`src/rtl/puf_eval_sequencer_if.sv`:
```
// Controller/PUF-side signal bundle of the evaluation sequencer.
// master: controller + PUF core side, slave: sequencer side.
interface puf_eval_sequencer_if #(
  parameter int RESP_W = 3
);
  logic                start;
  logic                busy;
  logic                done;
  logic                tig_t;
  logic                tig_b;
  logic                puf_ready;
  logic [RESP_W-1:0]   puf_resp;
  logic [RESP_W-1:0]   maj_resp;
  logic [8*RESP_W-1:0] ones_cnt;
  logic                timeout_err;

  modport master (
    output start, puf_ready, puf_resp,
    input  busy, done, tig_t, tig_b,
    input  maj_resp, ones_cnt, timeout_err
  );

  modport slave (
    input  start, puf_ready, puf_resp,
    output busy, done, tig_t, tig_b,
    output maj_resp, ones_cnt, timeout_err
  );
endinterface

```
`src/rtl/puf_eval_sequencer.sv`:
```
// Repeated PUF evaluation with per-bit ones counting
// and majority vote of the response bits.
module puf_eval_sequencer #(
  parameter int RESP_W   = 3,
  parameter int NEVAL    = 15,
  parameter int SETTLE   = 8,
  parameter int TRIG_LEN = 4,
  parameter int TIMEOUT  = 1023
) (
  input logic                 clk,
  input logic                 rst_n,
  puf_eval_sequencer_if.slave bus
);
  localparam logic [15:0] SET_M = 16'(SETTLE - 1);
  localparam logic [15:0] TRG_M = 16'(TRIG_LEN - 1);
  localparam logic [15:0] TO_M  = 16'(TIMEOUT - 1);
  localparam logic [7:0]  NEV_C = 8'(NEVAL);
  localparam logic [7:0]  HALF  = 8'(NEVAL / 2);

  typedef enum logic [2:0] {
    S_IDLE, S_ARM, S_FIRE, S_WAIT,
    S_ACC, S_RELAX, S_DONE
  } state_t;

  state_t                  state_q, state_d;
  logic [15:0]             cnt_q, cnt_d;
  logic [7:0]              eval_q, eval_d;
  logic [RESP_W-1:0][7:0]  ones_q, ones_d;
  logic [RESP_W-1:0]       maj_q, maj_d;
  logic [RESP_W-1:0]       maj_w;
  logic                    terr_q, terr_d;
  logic                    rdy_m_q, rdy_s_q;
  logic [RESP_W-1:0]       resp_m_q, resp_s_q;

  // Two-flop synchronizers for the PUF ready flag and response.
  always_ff @(posedge clk or negedge rst_n) begin
    if (!rst_n) begin
      rdy_m_q  <= 1'b0;
      rdy_s_q  <= 1'b0;
      resp_m_q <= '0;
      resp_s_q <= '0;
    end else begin
      rdy_m_q  <= bus.puf_ready;
      rdy_s_q  <= rdy_m_q;
      resp_m_q <= bus.puf_resp;
      resp_s_q <= resp_m_q;
    end
  end

  // Sequencer state, counters and result registers.
  always_ff @(posedge clk or negedge rst_n) begin
    if (!rst_n) begin
      state_q <= S_IDLE;
      cnt_q   <= '0;
      eval_q  <= '0;
      ones_q  <= '0;
      maj_q   <= '0;
      terr_q  <= 1'b0;
    end else begin
      state_q <= state_d;
      cnt_q   <= cnt_d;
      eval_q  <= eval_d;
      ones_q  <= ones_d;
      maj_q   <= maj_d;
      terr_q  <= terr_d;
    end
  end

  // Majority vote of the current ones counts.
  always_comb begin
    maj_w = '0;
    for (int i = 0; i < RESP_W; i++)
      maj_w[i] = (ones_q[i] > HALF);
  end

  // Next state; maj is loaded on entry to DONE so it
  // is valid together with the done pulse.
  always_comb begin
    state_d = state_q;
    cnt_d   = cnt_q;
    eval_d  = eval_q;
    ones_d  = ones_q;
    maj_d   = maj_q;
    terr_d  = terr_q;
    unique case (state_q)
      S_IDLE: begin
        if (bus.start) begin
          state_d = S_ARM;
          cnt_d   = '0;
          eval_d  = '0;
          ones_d  = '0;
          maj_d   = '0;
          terr_d  = 1'b0;
        end
      end
      S_ARM: begin
        if (cnt_q == SET_M) begin
          state_d = S_FIRE;
          cnt_d   = '0;
        end else begin
          cnt_d = cnt_q + 16'd1;
        end
      end
      S_FIRE: begin
        if (cnt_q == TRG_M) begin
          state_d = S_WAIT;
          cnt_d   = '0;
        end else begin
          cnt_d = cnt_q + 16'd1;
        end
      end
      S_WAIT: begin
        if (rdy_s_q) begin
          state_d = S_ACC;
          cnt_d   = '0;
        end else if (cnt_q == TO_M) begin
          state_d = S_DONE;
          terr_d  = 1'b1;
          maj_d   = '0;
        end else begin
          cnt_d = cnt_q + 16'd1;
        end
      end
      S_ACC: begin
        for (int i = 0; i < RESP_W; i++)
          if (resp_s_q[i] && ones_q[i] != 8'hFF)
            ones_d[i] = ones_q[i] + 8'd1;
        if (eval_q != 8'hFF)
          eval_d = eval_q + 8'd1;
        state_d = S_RELAX;
        cnt_d   = '0;
      end
      S_RELAX: begin
        if (!rdy_s_q) begin
          cnt_d = '0;
          if (eval_q == NEV_C) begin
            state_d = S_DONE;
            maj_d   = maj_w;
          end else begin
            state_d = S_ARM;
          end
        end else if (cnt_q == TO_M) begin
          state_d = S_DONE;
          terr_d  = 1'b1;
          maj_d   = '0;
        end else begin
          cnt_d = cnt_q + 16'd1;
        end
      end
      S_DONE: state_d = S_IDLE;
      default: state_d = S_IDLE;
    endcase
  end

  assign bus.busy        = (state_q != S_IDLE) &&
                           (state_q != S_DONE);
  assign bus.done        = (state_q == S_DONE);
  assign bus.tig_t       = (state_q == S_FIRE);
  assign bus.tig_b       = (state_q == S_FIRE);
  assign bus.maj_resp    = maj_q;
  assign bus.ones_cnt    = ones_q;
  assign bus.timeout_err = terr_q;
endmodule
```
`src/flat_wrapper.sv`:
```
// flat-port wrapper written by rule: the top's interface ports become plain ports
module puf_eval_sequencer_flat 
#(
  parameter int RESP_W   = 3,
  parameter int NEVAL    = 15,
  parameter int SETTLE   = 8,
  parameter int TRIG_LEN = 4,
  parameter int TIMEOUT  = 1023
)
  (clk, rst_n, bus_start, bus_puf_ready, bus_puf_resp, bus_busy, bus_done, bus_tig_t, bus_tig_b, bus_maj_resp, bus_ones_cnt, bus_timeout_err);
  puf_eval_sequencer_if #(.RESP_W(RESP_W)) bus_i ();
  input logic clk;
  input logic rst_n;
  input wire logic [$bits(bus_i.start)-1:0] bus_start;
  input wire logic [$bits(bus_i.puf_ready)-1:0] bus_puf_ready;
  input wire logic [$bits(bus_i.puf_resp)-1:0] bus_puf_resp;
  output wire logic [$bits(bus_i.busy)-1:0] bus_busy;
  output wire logic [$bits(bus_i.done)-1:0] bus_done;
  output wire logic [$bits(bus_i.tig_t)-1:0] bus_tig_t;
  output wire logic [$bits(bus_i.tig_b)-1:0] bus_tig_b;
  output wire logic [$bits(bus_i.maj_resp)-1:0] bus_maj_resp;
  output wire logic [$bits(bus_i.ones_cnt)-1:0] bus_ones_cnt;
  output wire logic [$bits(bus_i.timeout_err)-1:0] bus_timeout_err;
  assign bus_i.start = bus_start;
  assign bus_i.puf_ready = bus_puf_ready;
  assign bus_i.puf_resp = bus_puf_resp;
  assign bus_busy = bus_i.busy;
  assign bus_done = bus_i.done;
  assign bus_tig_t = bus_i.tig_t;
  assign bus_tig_b = bus_i.tig_b;
  assign bus_maj_resp = bus_i.maj_resp;
  assign bus_ones_cnt = bus_i.ones_cnt;
  assign bus_timeout_err = bus_i.timeout_err;
  puf_eval_sequencer #(.RESP_W(RESP_W), .NEVAL(NEVAL), .SETTLE(SETTLE), .TRIG_LEN(TRIG_LEN), .TIMEOUT(TIMEOUT)) u_core (.clk(clk), .rst_n(rst_n), .bus(bus_i));
endmodule
```
`config.mk`:
```
export PLATFORM = sky130hd
export DESIGN_NAME = puf_eval_sequencer_flat
export DESIGN_NICKNAME = d
export VERILOG_FILES = /design/src/rtl/puf_eval_sequencer_if.sv /design/src/rtl/puf_eval_sequencer.sv /design/src/flat_wrapper.sv
export SDC_FILE = /design/constraint.sdc
export NUM_CORES = 1
export LEC_CHECK = 0
export BUFFER_PORTS_ARGS = -buffer_cell sky130_fd_sc_hd__buf_2
export CAP_MARGIN = 20
export CORE_UTILIZATION = 40
export CTS_CLUSTER_SIZE = 10
export DETAILED_ROUTE_END_ITERATION = 8
export HOLD_SLACK_MARGIN = 0.03
export PLACE_DENSITY = 0.69
export SLEW_MARGIN = 20
export SYNTH_ARGS = -nofsm -noshare
export SYNTH_HDL_FRONTEND = slang
export SYNTH_SLANG_ARGS = --single-unit
```
`constraint.sdc`:
```
create_clock -name clk -period 2 [get_ports clk]
set_clock_uncertainty 0.15 [all_clocks]
set_input_delay 0.4 -clock clk [delete_from_list [all_inputs] [get_ports clk]]
set_output_delay 0.4 -clock clk [all_outputs]
set_load 0.05 [all_outputs]
```
## Yosys cells after proc, flatten, opt, wreduce, memory -nomap -nowiden

Cells that the tools add are included.

- Logic and storage cells: 96
- Output and inout port bits: 32
- Bits of input ports: 7
- Register bits: 63

- Magnitude comparators: 3
- Mux-type cells: 34
- Reduce and logical (&&, ||, !) cells: 17
- Eq/ne operators: 25
- $add $sub $neg: 5

Operator list:

| cell | number |
|---|---|
| 16-bit 2-to-1 mux | 6 |
| 16-bit one-hot mux with 6 select lines | 1 |
| 24-bit one-hot mux with 2 select lines | 1 |
| 8-bit 2-to-1 mux | 5 |
| 3-bit 2-to-1 mux | 12 |
| 8-bit by 1-bit adder with 8-bit output (second input constant) | 4 |
| 8-bit inequality test (second input constant) | 4 |
| 8-bit by 3-bit > comparator with 1-bit output (second input constant) | 3 |
| 24-bit 2-to-1 mux | 1 |
| 3-bit one-hot mux with 6 select lines | 1 |
| 16-bit by 1-bit adder with 16-bit output (second input constant) | 1 |
| 16-bit by 10-bit equality test with 1-bit output (second input constant) | 1 |
| 16-bit by 2-bit equality test with 1-bit output (second input constant) | 1 |
| 16-bit by 3-bit equality test with 1-bit output (second input constant) | 1 |
| 8-bit one-hot mux with 2 select lines | 1 |
| 3-bit AND reduction | 5 |
| 2-bit by 1-bit inequality test with 1-bit output (second input constant) | 7 |
| 3-bit equality test (second input constant) | 3 |
| 3-bit one-hot mux with 3 select lines | 1 |
| 8-bit by 4-bit equality test with 1-bit output (second input constant) | 1 |
| 4-bit AND reduction | 2 |
| 3-bit by 2-bit equality test with 1-bit output (second input constant) | 2 |
| 3-bit nonzero test | 2 |
| 6-bit nonzero test | 1 |
| 10 further kinds | 17 |

## Logic depth before layout (Yosys ltp)

Gate-level depths: netlist of run 1.

- Word-level depth: 4
- Depth in mapped cells: 9
- Gate-level depth less buffers: 8

## Worst setup path after synthesis of run 1

Ideal clock, no wire load.

- Path type: register to register
- From: reg u_core.ones_q (netlist bit u_core.bus.ones_cnt[0])
- To: reg u_core.ones_q (netlist bit u_core.bus.ones_cnt[4])
- Setup time: 0.132 ns
- Data required time: 1.718 ns
- Arrival time: 1.913 ns
- Period minus slack after synthesis: 2.195 ns
- Cell stages (with the launch flop): 8
- Setup slack: -0.195 ns
- Path buffers: 0
- Cell sequence: dfrtp_1 -> ha_1 -> nand2_1 -> o31ai_1 -> a21oi_1 -> and4_1 -> xnor2_1 -> nor2_1

- Word-level cells in the longest chain between the ends: 4
- Elaborated cells on any way between the ends: 7
- Those cells by class: add/sub: 1; eq/ne: 2; mux: 2; reduce/logical: 2

RTL lines:

| what | RTL line | text |
|---|---|---|
| start, declared | puf_eval_sequencer.sv:28 | `logic [RESP_W-1:0][7:0] ones_q, ones_d;` |
| start signal, assigned | puf_eval_sequencer.sv:63 | `ones_q <= ones_d;` |
| parallel branches: the longest is 4 deep, another holds 8-bit by 1-bit adder with 8-bit output | -- |  |

Several ways; the timed one is not identified. The select of a mux whose other input is x is not followed.
A chain may end at the register's enable or synchronous reset.

## Worst setup path in the final report of run 1

- From: reg u_core.cnt_q[10]
- To: reg u_core.cnt_q[8]

- Word-level cells in the longest chain between the ends: 4
- Elaborated cells on any way between the ends: 9
- Those cells by class: eq/ne: 3; mux: 6

RTL lines:

| what | RTL line | text |
|---|---|---|
| start, declared | puf_eval_sequencer.sv:26 | `logic [15:0] cnt_q, cnt_d;` |
| start signal, assigned | puf_eval_sequencer.sv:61 | `cnt_q <= cnt_d;` |
| 16-bit by 10-bit equality test with 1-bit output | puf_eval_sequencer.sv:116, puf_eval_sequencer.sv:142 |  |
| 16-bit 2-to-1 mux | -- |  |
| 16-bit 2-to-1 mux (on tied branches) | -- |  |
| 16-bit one-hot mux with 6 select lines * | puf_eval_sequencer.sv:85 | `unique case (state_q)` |

Mark *: on every way between the ends. The rest lies on a longest branch, timed or not.

==> results of run 1 <==
state kept, by name, summed over array words and instances, names as in the netlist:
name	cells
u_core.rdy_s_q	1
u_core.state_q	3
u_core.cnt_q	16
u_core.resp_s_q	3
u_core.resp_m_q	3
u_core.rdy_m_q	1
u_core.bus.timeout_err	1
u_core.eval_q	8
u_core.bus.ones_cnt	24
u_core.bus.maj_resp	3
routing by layer:
layer	vias to the layer above	share of wire (%)
li1	1579	-
met1	1657	44
met2	73	50
met3	19	4.1
met4	0	2.1
met5	-	0
worst max-delay path, delay by kind of cell, from the launching register on:
family / cells / cell delay, ns
AO/OA/AOI/OAI: 2 / 0.22
buffers and inverters: 2 / 0.32
AND/OR/NAND/NOR: 3 / 0.85
flip-flops: 1 / 0.42
per-stage QoR:
step / TNS (ns) / setup slack (ns) / hold slack (ns)
after floorplan: -0.0230 / -0.0230 / -0.0456
after global placement: -2.30 / -0.167 / 0.184
after detailed placement: -3.03 / -0.213 / 0.185
after CTS: -1.58 / -0.113 / 0.197
after global routing: -3.04 / -0.180 / 0.199
final: -1.27 / -0.108 / 0.191
path summary, 6_finish.rpt:
path / start / to / slack [ns] / depth (start not counted)
worst min-delay path: u_core.rdy_m_q$_DFF_PN0_ / u_core.rdy_s_q$_DFF_PN0_ / 0.19 / 0
min in group asynchronous: rst_n / u_core.cnt_q[5]$_DFFE_PN0P_ / 0.42 / 3
worst max-delay path: u_core.cnt_q[10]$_DFFE_PN0P_ / u_core.cnt_q[8]$_DFFE_PN0P_ / -0.11 / 7
max in group asynchronous: rst_n / u_core.bus.ones_cnt[1]$_DFFE_PN0P_ / 0.96 / 3
worst min register to register: u_core.rdy_m_q$_DFF_PN0_ / u_core.rdy_s_q$_DFF_PN0_ / 0.19 / 0
worst max register to register: u_core.cnt_q[10]$_DFFE_PN0P_ / u_core.cnt_q[8]$_DFFE_PN0P_ / -0.11 / 7
power groups by stage:
stage               sequential [mW]  combinational [mW]  clock [mW]
finish                         1.28              0.0561        1.26
global route                   1.28              0.0632        1.33
CTS                            1.28              0.0558        1.26
detailed placement             1.31              0.0477           0
global placement               1.31              0.0473           0
floorplan                      1.31             0.00583           0
repair_timing:
action	CTS	global route
pin swaps	15	25
hold buffers	5	0
endpoints found under the setup margin	30	47
endpoints found under the hold margin	67	0
setup buffers	14	10
resized for setup	38	53
cells in the final DEF (no fill, tap or decap), drive strengths merged, types with 6 or more instances in the layout:
| cell type | count |
|---|---|
| a21oi | 14 |
| xor2 | 12 |
| and3 | 8 |
| o22ai | 6 |
| dfrtp | 63 |
| ha | 6 |
| or4 | 6 |
| clkbuf | 9 |
| nor4 | 6 |
| buf | 118 |
| o211ai | 8 |
| nand2 | 37 |
| nor2 | 44 |
| inv | 17 |
| o31ai | 7 |
| xnor2 | 8 |
| nand3 | 22 |
| o21ai | 21 |
| nand4 | 9 |
kinds of logic after synthesis:
| logic type | after synthesis | synth area share, % |
|---|---|---|
| xor+xnor | 20 | 5.14 |
| compound gates | 80 | 16.0 |
| buf+inv | 29 | 3.89 |
| simple gates | 167 | 25.9 |
| flops | 63 | 46.3 |
| mux | 2 | 0.624 |
| fa+ha+maj | 6 | 2.20 |
layout make-up:
class / instances / area (um2) / area share (%)
Sequential cell: 63 / 1590 / 31.4
Timing Repair Buffer: 123 / 952 / 18.8
Clock buffer: 9 / 124 / 2.44
Inverter: 18 / 76.3 / 1.51
Tap cell: 105 / 131 / 2.59
Multi-Input combinational cell: 275 / 2090 / 41.3
Clock inverter: 7 / 96.3 / 1.90
==> run summary, run 1 <==
Max Fanout on Critical Path: 8
root buf cell: clkbuf_8
VDD IR max: 397 uV
global-route wire length before repair: 15.1 mm
Crit Path Class: flip-flop to flip-flop
non-filler instance count after layout: 600
DP HPWL: 6.19 mm
share of layout cells above drive strength 1: 44.2%
vias in the first global route: 3259
failing checks: negative setup slack
Initial Util: 41.5%
Die Y: 94.3 um
sequential share of power: 49.4%
Most used DFF post-synth: dfrtp_1
slowest stage cell on the critical path: or4_4
drt first pass iters: 4
DR vias/cell: 5.55
dpl cells: 555
# DRC: 0
syn avg cell area: 9.29 um2
hold crit path type: flip-flop to flip-flop
clock power share: 48.4%
fin area: 5070 um2
EDFF count, synth: 0
CP cell instances: or4_4 -> nor4_4 -> buf_4 -> nand2b_4 -> o21a_4 -> buf_12 -> o41ai_4
Rows: 33
Pint: 2.00 mW
Static Leak: 2.28 nW
core area: 8220 um2
pin count of the biggest net entering global routing: 64
Seq/Total Area, Yosys: 46.3%
crit-path max cell delay: 0.56 ns
synth warn: 0
synthesis-to-finish area growth: 48.7%
Max Cap Violations: 0
M2 GR Usage: 37.0%
Final Cycle Share: 105%
Max Slew Vio Count: 0
top cells by area, synth: dfrtp_1 (46%), nor2_1 (4.7%), nand2_1 (4.0%)
Antenna Nets Post-Route: 0
Tmin final: 2.11 ns
pwr dens: 513 nW/um2
# fillers: 639
clk slew on worst S/H paths: 0.08 ns
Die W: 94.3 um
busiest grt layer: met2
Startpoint Class: flip-flop
Mapped Cells: 367
Placer Congestion: 0.827
DP Area: 4190 um2
RSZ-0062 raised after global routing: yes
Post-Synthesis Cell Area: 3410 um2
Hold Vio Cnt, Final: 0
Power, Total: 2.60 mW
most frequent cell after synthesis: dfrtp_1
Distinct cells, synth: 59
P_sw: 594 uW
GRT Overall Usage: 22.0%
port bufs: 38
CTS sink count: 63
# diodes: 0
Synth top cells by count: dfrtp_1 (63), nor2_1 (43), nand2_1 (36), nand3_1 (22), inv_1 (17)
clock buffer depth: 2
H-tree levels: 3
cts bufs inserted: 9
grt ovf: 0
CTS tree: built
drt total wl: 9.69 mm
drt wl/cell: 16.2 um
final core occ: 61.7%
Die Area: 8890 um2
top cell type by total area after synthesis: dfrtp_1
met3 GRT Util: 5.58%
fraction of power spent switching nets: 22.9%
Worst-Margin Slew: 0.582 ns
Worst slew margin: 60.8%
Highest Clock Rate: 0.474 GHz
post-synth net total: 380
share of the synthesized area in the top cell type: 46.3%
CP Capture Type: flip-flop
I/O Pins: 39
Arrival @ worst endpoint: 2.17 ns
worst skew pair latency: 0.35 ns
status: finished, violations left
Req. time, crit path: 2.06 ns
drt first-iter violations: 93
Async SR Flop Fraction: 100%
FF+latch count, synth: 63
Comb power frac: 2.2%
final worst slack: -0.108 ns
GR Util met1: 27.0%
Finish-stage setup viols: 23
initial antenna violation count: 0
via count: 3328
Final #Nets: 503
Power figures use the tool's default switching activity.
==> run 2, diff against run 1 <==
PLACE_DENSITY = 0.67   (was 0.69)
RECOVER_POWER = 50   (was unset)
clock period = 2.6 ns   (was 2 ns; I/O delays follow)
==> run 2 against run 1 <==
Effect of this change: the flow now finishes without violations; power shrank 32%; register-to-register slack gained 0.24 ns; non-clock buffer count fell by 71; count of clock-buffer cells in the layout grew 2; sequential power down 23%; sequential share of layout area up 8.4 points; utilization decreased by 13 points; final cell count fell by 12%; design area decreased by 22%; combinational power decreased by 44%; flip-flop and latch count unchanged.
==> run summary, run 2 (synthesis gave the netlist of run 1 again) <==
root buf cell: clkbuf_8
H-tree levels: 3 (unchanged)
Hold Vio Cnt, Final: 0 (unchanged)
Finish-stage setup viols: 0 (-100%)
global-route wire length before repair: 13.0 mm (-14%)
Initial Util: 41.5% (unchanged)
commonest non-fill, non-tap cell in the layout: dfrtp_1
drt total wl: 7.81 mm (-19%)
Static Leak: 1.75 nW (-23%)
Highest Clock Rate: 0.405 GHz (-15%)
Comb power frac: 1.8% (-0.4 points)
Die Y: 94.3 um (unchanged)
fraction of power spent switching nets: 23.0% (+0.12 points)
drt first pass iters: 4 (unchanged)
P_sw: 407 uW (-31%)
CP cell instances: or4_4 -> nor4_4 -> nand2b_1 -> o21a_1 -> buf_4 -> o31ai_1
Final #Nets: 432 (-14%)
synthesis-to-finish area growth: 16.2%
fin area: 3960 um2 (-22%)
Final Cycle Share: 95.0% (-10 points)
status: completed
grt ovf: 0 (unchanged)
# diodes: 0 (unchanged)
pwr dens: 447 nW/um2 (-13%)
Die Area: 8890 um2 (unchanged)
setup TNS: 0 ns (+1.27 ns)
max reg flops: 24 (unchanged)
CP Capture Type: flip-flop
DR vias/cell: 5.50 (-0.89%)
port bufs: 38 (unchanged)
Max Slew Vio Count: 0 (unchanged)
hold crit path type: primary input to flip-flop
RSZ-0062 raised after global routing: no
Worst slew margin: 5.19% (-56 points)
most frequent cells in the layout: dfrtp_1 (62), nor2_1 (43), nand2_1 (36)
drt first-iter violations: 158 (+70%)
clock power share: 42.4% (-6.0 points)
clock buffer depth: 2 (unchanged)
# fillers: 802 (+26%)
cts bufs inserted: 9 (unchanged)
Pint: 1.36 mW (-32%)
Max Fanout on Critical Path: 6 (-2)
Startpoint Class: flip-flop
Arrival @ worst endpoint: 2.52 ns (+0.35 ns)
clk slew on worst S/H paths: 0.07 ns (about the same)
# DRC: 0 (unchanged)
Crit Path Class: flip-flop to flip-flop
DP HPWL: 5.65 mm (-8.7%)
vias in the first global route: 2700 (-17%)
pin count of the biggest net entering global routing: 40 (-38%)
R2R setup slack: 0.13 ns (+0.24 ns)
initial antenna violation count: 0 (unchanged)
Worst-Margin Slew: 1.42 ns (+0.840 ns)
share of layout cells above drive strength 1: 17.9% (-26 points)
sequential share of power: 55.8% (+6.4 points)
VDD IR max: 284 uV (-29%)
Antenna Nets Post-Route: 0 (unchanged)
Req. time, crit path: 2.66 ns (+0.60 ns)
core area: 8220 um2 (unchanged)
crit-path max cell delay: 0.56 ns (about the same)
Die W: 94.3 um (unchanged)
Rows: 33 (unchanged)
CTS sink count: 63 (unchanged)
Max Cap Violations: 0 (unchanged)
CTS tree: built
DP Area: 3770 um2 (-10%)
Tmin final: 2.47 ns (+0.361 ns)
slowest stage cell on the critical path: or4_4
via count: 2908 (-13%)
Placer Congestion: 0.916 (+11%)
drt wl/cell: 14.8 um (-8.5%)
GRT Overall Usage: 18.9% (-3.1 points)
worst skew pair latency: 0.33 ns (-0.02 ns)
I/O Pins: 39 (unchanged)
-- run 2: worst paths after layout --
kind | from | end | depth (start not counted)
max reg2reg | u_core.cnt_q[11]$_DFFE_PN0P_ | u_core.cnt_q[9]$_DFFE_PN0P_ | 6
min reg2reg | u_core.resp_m_q[2]$_DFF_PN0_ | u_core.resp_s_q[2]$_DFF_PN0_ | 0
min | bus_puf_resp[2] | u_core.resp_m_q[2]$_DFF_PN0_ | 1
max in group asynchronous | rst_n | u_core.state_q[2]$_DFFE_PN0P_ | 2
min in group asynchronous | rst_n | u_core.cnt_q[5]$_DFFE_PN0P_ | 1
max | u_core.cnt_q[11]$_DFFE_PN0P_ | u_core.cnt_q[9]$_DFFE_PN0P_ | 6
-- run 2: critical path, delay by kind of cell (launching register included) --
| kind | cells | cell delay (ns) |
|---|---|---|
| AOI/OAI and AO/OA | 2 | 0.38 |
| DFF | 1 | 0.42 |
| and+or+nand+nor | 3 | 1.21 |
| buffers and inverters | 1 | 0.18 |
-- run 2: routing by layer --
| layer | share of wire [%] | track usage [%] |
|---|---|---|
| met4 | 1.2 | 6.03 |
| met3 | 5.1 | 4.77 |
| met2 | 46 | 29.5 |
| met5 | 0 | 0 |
| met1 | 47 | 25.7 |
-- run 2: power groups by stage --
stage / combinational (mW) / sequential (mW) / clock [mW]
5_1_grt: 0.0371 / 0.989 / 0.817
3_3_place_gp: 0.0331 / 1.01 / 0
2_1_floorplan: 0.00426 / 1.01 / 0
6_report: 0.0315 / 0.989 / 0.751
3_5_place_dp: 0.0337 / 1.01 / 0
4_1_cts: 0.0336 / 0.989 / 0.782
-- run 2: area by class of cell --
type / instances / area (um2) / share of cell area, %
clock buffer: 11 / 141 / 3.57
clock inverter: 5 / 33.8 / 0.853
inverter: 18 / 67.6 / 1.71
multi-input combinational: 275 / 1710 / 43.2
sequential: 63 / 1580 / 39.8
tap: 105 / 131 / 3.32
timing repair buffer: 52 / 297 / 7.49
-- run 2: repair_timing --
item                                    4_1_cts  5_1_grt
resized for setup                             0        4
buffers inserted                              0        2
endpoints found under the setup margin        0       14
hold buffers                                  0        0
-- run 2: through the flow --
stage               setup slack [ns]  power (mW)  hold WS, ns  cells  utilization, %
floorplan                      0.405        1.01       0.0744    367               -
global placement               0.150        1.04        0.185    511            45.9
detailed placement            0.0844        1.04        0.186    511            45.9
CTS                           0.0599        1.80       0.0425    527            48.0
global route                  0.0342        1.84        0.123    529            48.2
finish                         0.131        1.77        0.142    529            48.2
